===== src/rtl/uart_tx_feeder.sv =====
// FIFO-buffered word feeder for a UART transmitter: queues 32-bit words and issues them one at a time.
// Optional `UART_TX_FEEDER_DROP_CNT_EN adds a saturating drop_count of pushes refused while full.
module uart_tx_feeder #(
   parameter int DEPTH       = 4,
   parameter int ACK_TIMEOUT = 4
) (
   input  logic                     clk,
   input  logic                     reset,
   input  logic                     push_valid,
   input  logic [31:0]              push_data,
   output logic                     push_ready,
   input  logic                     tx_busy,
   output logic                     tx_write_en,
   output logic [31:0]              tx_data_out,
   output logic [$clog2(DEPTH):0]   fifo_count,
`ifdef UART_TX_FEEDER_DROP_CNT_EN
   output logic [7:0]               drop_count,
`endif
   output logic                     fifo_empty
);

   localparam int AW = $clog2(DEPTH);
   localparam int TW = (ACK_TIMEOUT > 1) ? $clog2(ACK_TIMEOUT) : 1;
   localparam logic [TW-1:0] TO_LAST = TW'(ACK_TIMEOUT - 1);
   localparam logic [AW:0]   FULL    = (AW+1)'(DEPTH);

   typedef enum logic [1:0] {IDLE, ACK_WAIT, DRAIN} state_t;

   state_t        state;
   logic [31:0]   mem [DEPTH];
   logic [AW-1:0] wr_ptr;
   logic [AW-1:0] rd_ptr;
   logic [TW-1:0] timer;
   logic          push_acc;
   logic          pop;

   // Push acceptance looks at the pre-pop count, so a full FIFO refuses even on a pop edge.
   assign push_ready = (fifo_count != FULL);
   assign fifo_empty = (fifo_count == '0);
   assign push_acc   = push_valid && push_ready;
   assign pop        = (state == IDLE) && !fifo_empty && !tx_busy;

   always_ff @(posedge clk) begin
      if (push_acc)
         mem[wr_ptr] <= push_data;
   end

   always_ff @(posedge clk) begin
      if (reset) begin
         wr_ptr     <= '0;
         rd_ptr     <= '0;
         fifo_count <= '0;
      end else begin
         if (push_acc)
            wr_ptr <= wr_ptr + 1'b1;
         if (pop)
            rd_ptr <= rd_ptr + 1'b1;
         case ({push_acc, pop})
            2'b10:   fifo_count <= fifo_count + 1'b1;
            2'b01:   fifo_count <= fifo_count - 1'b1;
            default: ;
         endcase
      end
   end

   // A word whose transmitter never acknowledges is treated as sent once the timer expires.
   always_ff @(posedge clk) begin
      if (reset) begin
         state       <= IDLE;
         tx_write_en <= 1'b0;
         tx_data_out <= '0;
         timer       <= '0;
      end else begin
         tx_write_en <= 1'b0;
         case (state)
            IDLE: begin
               if (pop) begin
                  tx_data_out <= mem[rd_ptr];
                  tx_write_en <= 1'b1;
                  timer       <= '0;
                  state       <= ACK_WAIT;
               end
            end
            ACK_WAIT: begin
               if (tx_busy)
                  state <= DRAIN;
               else if (timer == TO_LAST)
                  state <= IDLE;
               else
                  timer <= timer + 1'b1;
            end
            DRAIN: begin
               if (!tx_busy)
                  state <= IDLE;
            end
            default: state <= IDLE;
         endcase
      end
   end

`ifdef UART_TX_FEEDER_DROP_CNT_EN
   always_ff @(posedge clk) begin
      if (reset)
         drop_count <= '0;
      else if (push_valid && !push_ready && drop_count != 8'hFF)
         drop_count <= drop_count + 1'b1;
   end
`endif

endmodule


===== config.mk =====
export PLATFORM = sky130hd
export DESIGN_NAME = uart_tx_feeder
export DESIGN_NICKNAME = d
export VERILOG_FILES = /design/src/rtl/uart_tx_feeder.sv
export SDC_FILE = /design/constraint.sdc
export NUM_CORES = 1
export LEC_CHECK = 0
export ABC_AREA = 1
export CAP_MARGIN = 20
export CORE_MARGIN = 10
export CORE_UTILIZATION = 55
export CTS_CLUSTER_SIZE = 30
export DETAILED_ROUTE_END_ITERATION = 8
export PLACE_DENSITY = 0.84
export SYNTH_ARGS = -nofsm -noshare
export SYNTH_HDL_FRONTEND = slang
export SYNTH_SLANG_ARGS = --single-unit

===== constraint.sdc =====
create_clock -name clk -period 5.4 [get_ports clk]
set_clock_uncertainty 0.2 [all_clocks]
set_input_delay 1.08 -clock clk [delete_from_list [all_inputs] [get_ports clk]]
set_output_delay 1.08 -clock clk [all_outputs]
set_load 0.02 [all_outputs]

# --- After elaboration in Yosys (flattened, before gate mapping) ---
# Memories as Yosys holds them, arrays and structs flattened. A register that Yosys moved wholly into a read port is not among the register bits.
# Cells that the tools add are included.
totals:
  regBits: 12
  mem_bits_rw: 128
  input_bits: 36
  elab_cells: 50
  mem_count: 1
op_classes:
  addsub: 5
  eq_ne: 11
  mux: 13
  n_bitwise: 1
  n_reduce_logical: 13
mem_list:
  columns: ["memory", "depth", "width", "read_ports", "rd_clocked_by_memory_dff", "wr", "line_no", "rtl"]
  rows:
  - ["mem", 4, 32, 1, 1, 1, "30", "logic [31:0] mem [DEPTH];"]
ops:
  columns: ["op", "count"]
  rows:
  - ["$mux W2", 7]
  - ["$ne A2 B2 Y1 const B", 4]
  - ["$add A2 B1 Y2 const B", 3]
  - ["$eq A2 B2 Y1 const B", 3]
  - ["$ne A3 B3 Y1 const B", 2]
  - ["$pmux W2 S3", 1]
  - ["$pmux W3 S2", 1]
  - ["$eq A2 B1 Y1 const B", 2]
  - ["$pmux W2 S2", 1]
  - ["$reduce_and A4 Y1", 1]
  - ["$reduce_bool A2 Y1", 2]
  - ["$add A3 B1 Y3 const B", 1]
  - ["$logic_and A1 B1 Y1", 3]
  - ["$logic_not A3 Y1", 1]
  - ["$mux W1", 3]
  - ["$reduce_and A3 Y1", 1]
  - ["$sub A3 B1 Y3 const B", 1]
  - ["$logic_not A1 Y1", 2]
  - ["$logic_not A2 Y1", 1]
  - ["$reduce_and A2 Y1", 1]
  - ["$reduce_or A2 Y1", 1]
  - ["$not A1 Y1", 1]

# --- Longest topological paths before layout ---
# Gate-level depths: netlist of run 1.
depth:
  word_depth: 6
  mapped_depth: 13
  ltp_nobuf: 13

# --- Least setup slack after synthesis of run 1 ---
# Ideal clock, no wire load.
synth_timing:
  path_kind: "input port to flip-flop"
  start: "input port push_valid"
  end: "memory mem[0][0] (enable)"
  setup_time_ns: 0.421
  arrival_ns: 2.601
  t_required_ns: 4.779
  path_slack_ns: 2.178
  path_stages: 2
  path_buffers: 0
  cell_sequence: "nand2_1 > nor2_1"
synth_between:
  elab_chain_cells: 3
synth_rtl:
  columns: ["item", "line_no", "rtl"]
  rows:
  - ["start: declaration", "9", "input logic push_valid,"]
  - ["$logic_and A1 B1 Y1", "40", "assign push_acc = push_valid && push_ready;"]
  - ["$mux W1", "44", "if (push_acc)"]
  - ["$mux W1 (not written as such)", "45", "mem[wr_ptr] <= push_data;"]
  - ["end: declaration", "30", null]
# Every way passes these cells.

# --- Worst setup path in the final report of run 1 ---
layout_timing:
  start: "input port tx_busy"
  end: "register fifo_count[2]"
layout_between:
  elab_chain_cells: 4
layout_rtl:
  columns: ["item", "line_no", "rtl"]
  rows:
  - ["start: declaration", "12", "input logic tx_busy,"]
  - ["$logic_not A1 Y1 (*)", null, null]
  - ["$logic_and A1 B1 Y1 (*)", "41", "assign pop = (state == IDLE) && !fifo_empty && !tx_busy;"]
  - ["named net pop", "35", "logic pop;"]
  - ["$eq A2 B1 Y1 or $eq A2 B2 Y1 (tied branches)", "58", "case ({push_acc, pop})"]
  - ["$pmux W3 S2 or $reduce_bool A2 Y1 (tied branches)", null, null]
  - ["end signal: assignment", "59", "2'b10: fifo_count <= fifo_count + 1'b1;"]
  - ["end signal: assignment", "60", "2'b01: fifo_count <= fifo_count - 1'b1;"]
  - ["end: declaration", "15", "output logic [$clog2(DEPTH):0] fifo_count,"]
# Mark *: on every way through the listed nets, which the timed path passes. The rest lies on a longest branch.
# A chain may end at the register's enable or synchronous reset.

==> flow_summary_export.csv, run 1 <==
group,metric,value,unit
setup_path,worstReg2RegEnd,"fifo_count[2]",
final_layout,fillCellCount,888,
routing,drc,0,
synth,yosysSeqAreaShare,68.63,%
clock_tree,cts_root_buffer,"clkbuf_16",
setup_path,cp-end-kind,"flip-flop",
global_route,grt_overflow,0,
clock_tree,cts.clk_slew.worst_paths,60,ps
min_path,min_path_cells,2,
final_layout,antenna_cells,0,
global_route,grt_max_degree,74,
clock_tree,clockBufferDepth,2,
die,die_h,131.9,µm
power_and_ir_drop,powerDensity,521.6,mW/mm²
final_layout,areaGrowthSynthToFinish,21.30,%
setup_path,critical-path-top-delay-family,"simple AND/OR/NAND/NOR gates",
setup_path,reg2reg_depth,12,
routing,ant_nets,0,
synth,yosys_register_bits,172,
setup_path,path_max_fanout,73,
routing,dr.max_layer_used,"met4",
setup_path,critPathKind,"input pin to flip-flop",
min_path,hold_path.class,"flip-flop to flip-flop",
power_and_ir_drop,power,4.356,mW
sta,max_freq,0.3006,GHz
global_route,grt_pass1_wl,23570,µm
synth,synth_area_leaders,"edfxtp_1, dfxtp_1, nand2_1",
power_and_ir_drop,leakagePower,3.247,nW
routing,vias,4699,
sta,finalMaxSlewViolations,0,
routing,drt-wirelength-per-cell,15.92,µm
place,gp_congestion,0.8065,
routing,drt_pass1_iterations,5,
clock_tree,clk_latency,420,ps
routing,finalWirelength,14550,µm
routing,wl_met1,5839,µm
final_layout,seqCellArea,0.004727,mm²
die,core_area,0.01211,mm²
setup_path,path_buf_inv,3,
synth,synth.top_cell.area_share,55.83,%
clock_tree,cts_resized,0,
die,start_util,56.84,%
sta,fin_crit,3327,ps
setup_path,r2r_start,"fifo_count[0]",
synth,synth_warnings,0,
setup_path,slowest_delay,450,ps
clock_tree,cts_setup_buffers,0,
sta,hold_viol,0,
final_layout,multi_input_area,0.001765,mm²
setup_path,critPathLaunchType,"input pin",
final_layout,stdcell_area,0.008351,mm²
die,die_x,131.9,µm
synth,syn_inst,670,
place,port_buffers,73,
routing,met3_length,779,µm
synth,synth_top_area_cell,"edfxtp_1",
clock_tree,cts-hold-fix-buffers,0,
min_path,hp-start,"state[1]",
setup_path,r2r_slack,2780,ps
sta,rsz0062_at_grt,"false",
sta,slew_headroom,29.93,%
die,dieArea,0.01739,mm²
setup_path,slowest_stage,"clkdlybuf4s50_1",
setup_path,path_cells,"clkdlybuf4s50_1 > nor2_2 > nand2_4 > inv_1 > ha_1 > inv_1 > fa_1 > a21oi_1 > o21ai_0 > nand2_1 > nand2_1 > nor2_1",
outcome,status,"complete, no violations",
synth,ys_types,20,
routing,wl_met2,7678,µm
place,place.detailed.hpwl,8072,µm
synth,avgSynthCellArea,10.27,µm²
flow_run,cap_viol_max_count,0,
synth,syn-cell-area,0.006884,mm²
min_path,min_to,"state[1]",
sta,fin_setup_tns,0,ps
sta,finalCritPeriodShare,61.61,%
routing,drt_iter0_drc,489,
power_and_ir_drop,peakVddDrop,0.4191,mV
global_route,grt_pass1_vias,4883,
die,rows,40,
setup_path,critPathRequiredTime,5560,ps
sta,setup_viol,0,
setup_path,cp_data_arrival_time,3490,ps
sta,worst_pin_slew,1049,ps
synth,syn_nets,713,
clock_tree,cts_tree,"done",
global_route,grt_util_all_layers,16.73,%
die,pin_count,74,
place,post_dp_cell_area,0.007644,mm²
global_route,grt_antenna_before_repair,0,
clock_tree,cts_made_buffers,17,
routing,vias_per_cell,5.141,
clock_tree,clock_sinks,172,
final_layout,fin_nets,776,
clock_tree,htree_num_levels,4,
final_layout,layout-drive-gt1-share,6.166,%
-- worst max-delay path by stage --
stage / cells past startpoint / from / slack [ps] / endpoint
floorplan: 2 / push_valid / 2180 / mem[0][0]
global placement: 12 / tx_busy / 1760 / fifo_count[2]
detailed placement: 12 / tx_busy / 1670 / fifo_count[2]
CTS: 12 / tx_busy / 2080 / fifo_count[2]
global route: 12 / tx_busy / 1750 / fifo_count[2]
finish: 12 / tx_busy / 2070 / fifo_count[2]
-- cells by family after synthesis --
| logic type | count (synthesis) | synth area share [%] |
|---|---|---|
| AOI/OAI and AO/OA | 78 | 5.671 |
| adders and majority gates | 7 | 1.381 |
| buffers and inverters | 86 | 6.161 |
| DFF | 172 | 68.63 |
| and+or+nand+nor | 327 | 18.16 |
-- registers in the layout, summed over array words and instances, names as in the netlist --
name	count
fifo_count	3
mem	128
rd_ptr	2
state	2
timer	2
tx_data_out	32
tx_write_en	1
wr_ptr	2
-- through the flow --
stage	worst slack, ps	utilization, %	instances	hold WS (ps)
floorplan	2178	-	670	250.9
global placement	1764	63.11	880	255.1
detailed placement	1667	63.11	880	267.8
CTS	2076	68.62	912	282.5
global route	1749	68.95	914	293.2
finish	2073	68.95	914	292.5
-- report_power, final --
part	switching (mW)	leakage [nW]	internal, mW
registers	0.107	1.54	1.64
clock network	0.506	0.321	0.868
logic	0.774	1.39	0.466
total	1.39	3.25	2.97
-- layout by cell type (no fill, tap or decap), types with 5 or more instances in the layout --
cell type          n
a21oi_1            8
bufinv_16          6
clkbuf_16         17
clkdlybuf4s50_1   73
dfxtp_1           42
edfxtp_1         128
ha_1               6
inv_1             50
nand2_1          205
nand3_1            5
nor2_1           110
o21ai_0           36
o21ai_1           34
-- cell type report --
class	count	share of cell area (%)
Timing Repair Buffer	76	9.320
Multi-Input combinational cell	412	21.14
Sequential cell	172	56.61
Clock buffer	17	5.094
Inverter	54	2.427
Tap cell	168	2.517
Clock inverter	15	2.892
-- worst register-to-register path, cell delays in order (launching register included) --
cell and delay (ps):
dfxtp_1 380, inv_1 120, nand3_2 120, nand2_4 400
inv_1 220, ha_1 170, inv_1 70, fa_1 370
a21oi_1 160, o21ai_0 140, nand2_1 80, nand2_1 50
nor2_1 90
-- routing by layer --
| metal | vias to the layer above | GRT usage [%] |
|---|---|---|
| met5 | - | 0 |
| met4 | 0 | 7.231 |
| met3 | 27 | 4.649 |
| met2 | 149 | 29.83 |
| met1 | 2236 | 18.11 |
| li1 | 2287 | - |
-- cells in the mapped netlist --
library cell	n
o21ai_1	34
o21ai_0	36
fa_1	1
nor2_1	114
nand2_4	1
a21oi_1	8
nand3_2	1
dfxtp_1	44
clkbuf_1	6
buf_2	12
nor2_2	1
nand3_1	5
buf_1	2
ha_1	6
inv_2	4
nand2_1	205
buf_4	1
inv_1	50
edfxtp_1	128
buf_6	11
Power figures use the tool's default switching activity.
==> inputs of run 2 (changes only) <==
clock period = 3.4 ns   (was 5.4 ns; I/O delays follow)
==> flow_summary_export.csv, run 2 (synthesis results as in run 1) <==
group,metric,value,unit
outcome,status,"complete, no violations",
power_and_ir_drop,powerDensity,790.8,mW/mm²
final_layout,fillCellCount,883,
clock_tree,clock_sinks,172,
power_and_ir_drop,peakVddDrop,0.4766,mV
final_layout,regMostFlops,"mem",
place,gp_congestion,0.7814,
global_route,grt_pass1_vias,4839,
power_and_ir_drop,leakagePower,3.265,nW
place,port_buffers,73,
die,core_area,0.01211,mm²
clock_tree,htree_num_levels,4,
sta,slew_headroom,49.60,%
die,die_x,131.9,µm
final_layout,largest_reg_flops,128,
setup_path,slowest_stage,"clkdlybuf4s50_1",
setup_path,cp_data_arrival_time,1730,ps
clock_tree,clockBufferDepth,2,
sta,setup_viol,0,
min_path,hold_path.class,"flip-flop to flip-flop",
routing,vias,4701,
clock_tree,cts_resized,0,
flow_run,cap_viol_max_count,0,
clock_tree,cts_tree,"done",
final_layout,antenna_cells,0,
die,pin_count,74,
global_route,grtUsageMet3,4.649,%
setup_path,path_buf_inv,3,
setup_path,slowest_delay,610,ps
sta,fin_setup_tns,0,ps
final_layout,layout-drive-gt1-share,7.171,%
setup_path,critical-path-top-delay-family,"buffers and inverters",
die,dieArea,0.01739,mm²
global_route,met2_usage,28.21,%
die,start_util,56.84,%
die,die_h,131.9,µm
sta,fin_crit,2610,ps
final_layout,final_util,69.00,%
sta,fin_ws,789.8,ps
clock_tree,cts-hold-fix-buffers,0,
sta,hold_viol,0,
global_route,met1_usage,19.14,%
sta,rsz0062_at_grt,"false",
setup_path,path_max_fanout,4,
clock_tree,clk_latency,420,ps
routing,drt_pass1_iterations,5,
global_route,grt_max_degree,73,
place,preCtsSetupSlack,618.6,ps
routing,ant_nets,0,
setup_path,crit_top_cell,"inv_1",
sta,finalCritPeriodShare,76.77,%
final_layout,stdcell_area,0.008357,mm²
global_route,grt_antenna_before_repair,0,
final_layout,final_cell_mix,"nand2_1, edfxtp_1, nor2_1",
final_layout,final_common_cell,"nand2_1",
setup_path,path_cells,"inv_1 > nand3_2 > inv_1 > clkdlybuf4s50_1",
power_and_ir_drop,power,6.608,mW
clock_tree,cts_setup_buffers,0,
global_route,grt_overflow,0,
sta,max_freq,0.3831,GHz
setup_path,critPathKind,"flip-flop to primary output",
final_layout,fin_nets,783,
routing,finalWirelength,14260,µm
die,rows,40,
setup_path,critPathLaunchType,"flip-flop",
final_layout,areaGrowthSynthToFinish,21.39,%
setup_path,critPathRequiredTime,2520,ps
place,post_dp_cell_area,0.007754,mm²
clock_tree,cts_root_buffer,"clkbuf_16",
place,place.detailed.hpwl,8577,µm
clock_tree,cts.clk_slew.worst_paths,60,ps
sta,finalMaxSlewViolations,0,
global_route,grt.busiest_layer,"met2",
global_route,grt_pass1_wl,23430,µm
routing,drt_iter0_drc,356,
routing,vias_per_cell,5.104,
clock_tree,cts_made_buffers,17,
final_layout,reg.largest.list,"mem: 128 flops, tx_data_out: 32 flops, fifo_count: 3 flops",
sta,worst_pin_slew,756.0,ps
routing,drc,0,
routing,drt-wirelength-per-cell,15.48,µm
global_route,grt_util_all_layers,16.70,%
setup_path,cp-end-kind,"primary output",
==> run 2: final timing paths <==
kind                       from  slack (ps)       endpoint  cells past startpoint
setup / recovery  fifo_count[0]         790     fifo_empty                      4
hold / removal    fifo_count[0]         280  fifo_count[0]                      1
setup reg to reg  fifo_count[0]        1220  fifo_count[2]                     12
hold reg to reg   fifo_count[0]         280  fifo_count[0]                      1
==> run 2: layout make-up <==
class | instances | area (µm²) | share of cell area [%]
Sequential cell | 172 | 4727 | 56.57
Multi-Input combinational cell | 412 | 1765 | 21.13
Timing Repair Buffer | 83 | 868.3 | 10.39
Clock buffer | 23 | 498.0 | 5.959
Tap cell | 168 | 210.2 | 2.515
Inverter | 54 | 202.7 | 2.426
Clock inverter | 9 | 85.08 | 1.018
==> run 2: metrics by stage <==
stage | hold WS, ps | cells
after detailed placement | 273.7 | 888
final | 282.0 | 921
after floorplan | 250.9 | 670
after global routing | 305.9 | 921
after CTS | 284.9 | 920
after global placement | 258.4 | 888
==> run 2: where the power goes <==
part           total (mW)  switching (mW)  internal, mW
registers            2.73           0.134          2.59
logic                2.02            1.25         0.761
clock network        1.86           0.759          1.11
==> run 2: layer usage <==
metal / routed length [µm] / vias up / share of wire [%]
met4: 343 / 0 / 2.4
met2: 7147 / 151 / 50
met3: 863 / 28 / 6.1
met5: 0 / - / 0
li1: - / 2305 / -
met1: 5903 / 2217 / 41
==> inputs of run 3 (changes only) <==
clock period = 2.55 ns   (was 3.4 ns; I/O delays follow)
==> flow_summary_export.csv, run 3 (synthesis results as in run 1) <==
group,metric,value,unit
outcome,status,"complete, no violations",
die,die_x,131.9,µm
clock_tree,cts_resized,0,
setup_path,cp_data_arrival_time,1690,ps
flow_run,cap_viol_max_count,0,
sta,fin_crit,2402,ps
final_layout,antenna_cells,0,
final_layout,areaGrowthSynthToFinish,23.01,%
setup_path,critPathLaunchType,"flip-flop",
setup_path,crit_top_cell,"inv_1",
routing,vias_per_cell,5.133,
global_route,grt_max_degree,73,
routing,drt_pass1_iterations,5,
place,preCtsSetupSlack,-45.80,ps
sta,setup_viol,0,
place,port_buffers,73,
sta,max_freq,0.4163,GHz
final_layout,final_util,69.92,%
global_route,grt.busiest_layer,"met2",
routing,vias,4763,
clock_tree,htree_num_levels,4,
power_and_ir_drop,powerDensity,1086,mW/mm²
clock_tree,clock_sinks,172,
final_layout,largest_reg_flops,128,
sta,finalCritPeriodShare,94.19,%
min_path,min_path_cells,2,
final_layout,regMostFlops,"mem",
die,rows,40,
sta,fin_ws,148.1,ps
clock_tree,cts-hold-fix-buffers,0,
final_layout,final_cell_mix,"nand2_1, edfxtp_1, nor2_1",
die,pin_count,74,
setup_path,slowest_delay,600,ps
clock_tree,cts_tree,"done",
die,core_area,0.01211,mm²
place,gp_congestion,0.7850,
final_layout,reg.largest.list,"mem: 128 flops, tx_data_out: 32 flops, fifo_count: 3 flops",
sta,whs,279.5,ps
setup_path,critPathKind,"flip-flop to primary output",
global_route,met1_usage,19.14,%
setup_path,slowest_stage,"clkdlybuf4s50_1",
die,die_h,131.9,µm
setup_path,path_max_fanout,4,
routing,ant_nets,0,
setup_path,cp-end-kind,"primary output",
routing,drt-wirelength-per-cell,15.76,µm
global_route,grt_pass1_wl,23950,µm
final_layout,layout-drive-gt1-share,7.763,%
clock_tree,clk_latency,420,ps
final_layout,stdcell_area,0.008468,mm²
sta,slew_headroom,49.96,%
final_layout,fin_nets,790,
min_path,hold_path.class,"flip-flop to flip-flop",
global_route,grt_pass1_vias,4833,
global_route,met2_usage,29.72,%
sta,fin_setup_tns,0,ps
global_route,grt_overflow,0,
routing,drt_iter0_drc,425,
global_route,grtUsageMet3,4.688,%
die,dieArea,0.01739,mm²
place,place.detailed.hpwl,8695,µm
final_layout,final_common_cell,"nand2_1",
sta,finalMaxSlewViolations,0,
die,start_util,56.84,%
routing,finalWirelength,14620,µm
clock_tree,cts.clk_slew.worst_paths,60,ps
sta,worst_pin_slew,750.6,ps
global_route,grt_util_all_layers,17.12,%
setup_path,critPathRequiredTime,1840,ps
global_route,grt_antenna_before_repair,0,
clock_tree,clockBufferDepth,2,
power_and_ir_drop,peakVddDrop,0.7643,mV
setup_path,reg2reg_depth,13,
sta,rsz0062_at_grt,"false",
setup_path,path_cells,"inv_1 > nand3_2 > inv_1 > clkdlybuf4s50_1",
clock_tree,cts_made_buffers,17,
clock_tree,cts_root_buffer,"clkbuf_16",
place,post_dp_cell_area,0.007794,mm²
power_and_ir_drop,leakagePower,3.315,nW
clock_tree,cts_setup_buffers,0,
sta,hold_viol,0,
routing,drc,0,
==> run 3: changes by cell type in the layout (fill, tap and decap cells not counted) <==
cell and delta:
clkbuf_8 -5, clkinv_1 +1, buf_4 +8, clkinv_2 -1, buf_12 -1, clkbuf_1 +1
clkinv_4 -3, inv_6 -1, clkinvlp_4 +3, bufinv_16 +5
==> run 3: path summary, 6_finish.rpt <==
path                  from  slack (ps)       endpoint
max          fifo_count[0]         150     fifo_empty
min               state[1]         280       state[1]
max reg2reg       state[1]         510  fifo_count[2]
min reg2reg       state[1]         280       state[1]
==> run 3: power by group <==
group	total (mW)	internal [mW]	switching [mW]
clock	2.84	1.83	1.01
combinational	2.71	1.03	1.68
sequential	3.65	3.46	0.194
==> run 3: critical path, delay by kind of cell, from the launching register on <==
kind / cells / cell delay (ps)
buffers and inverters: 3 / 810
flip-flops: 1 / 330
AND/OR/NAND/NOR: 1 / 140
==> run 3: cell type report <==
class	count	area (µm²)
inverter	54	202.7
fill	867	3643
clock buffer	19	432.9
timing repair buffer	90	908.4
tap	168	210.2
multi-input combinational	412	1765
clock inverter	13	221.5
sequential	172	4727
==> run 3: metal layers <==
metal,vias up,wire length [µm]
met5,-,0
met4,0,264
met3,18,930
met2,152,7486
met1,2279,5940
li1,2314,-
==> run 3: stage by stage <==
stage | total power, mW | std cells
after CTS | 9.244 | 927
after global routing | 9.719 | 928
final | 9.197 | 928
after detailed placement | 6.386 | 895
after global placement | 6.262 | 895
after floorplan | 5.499 | 670
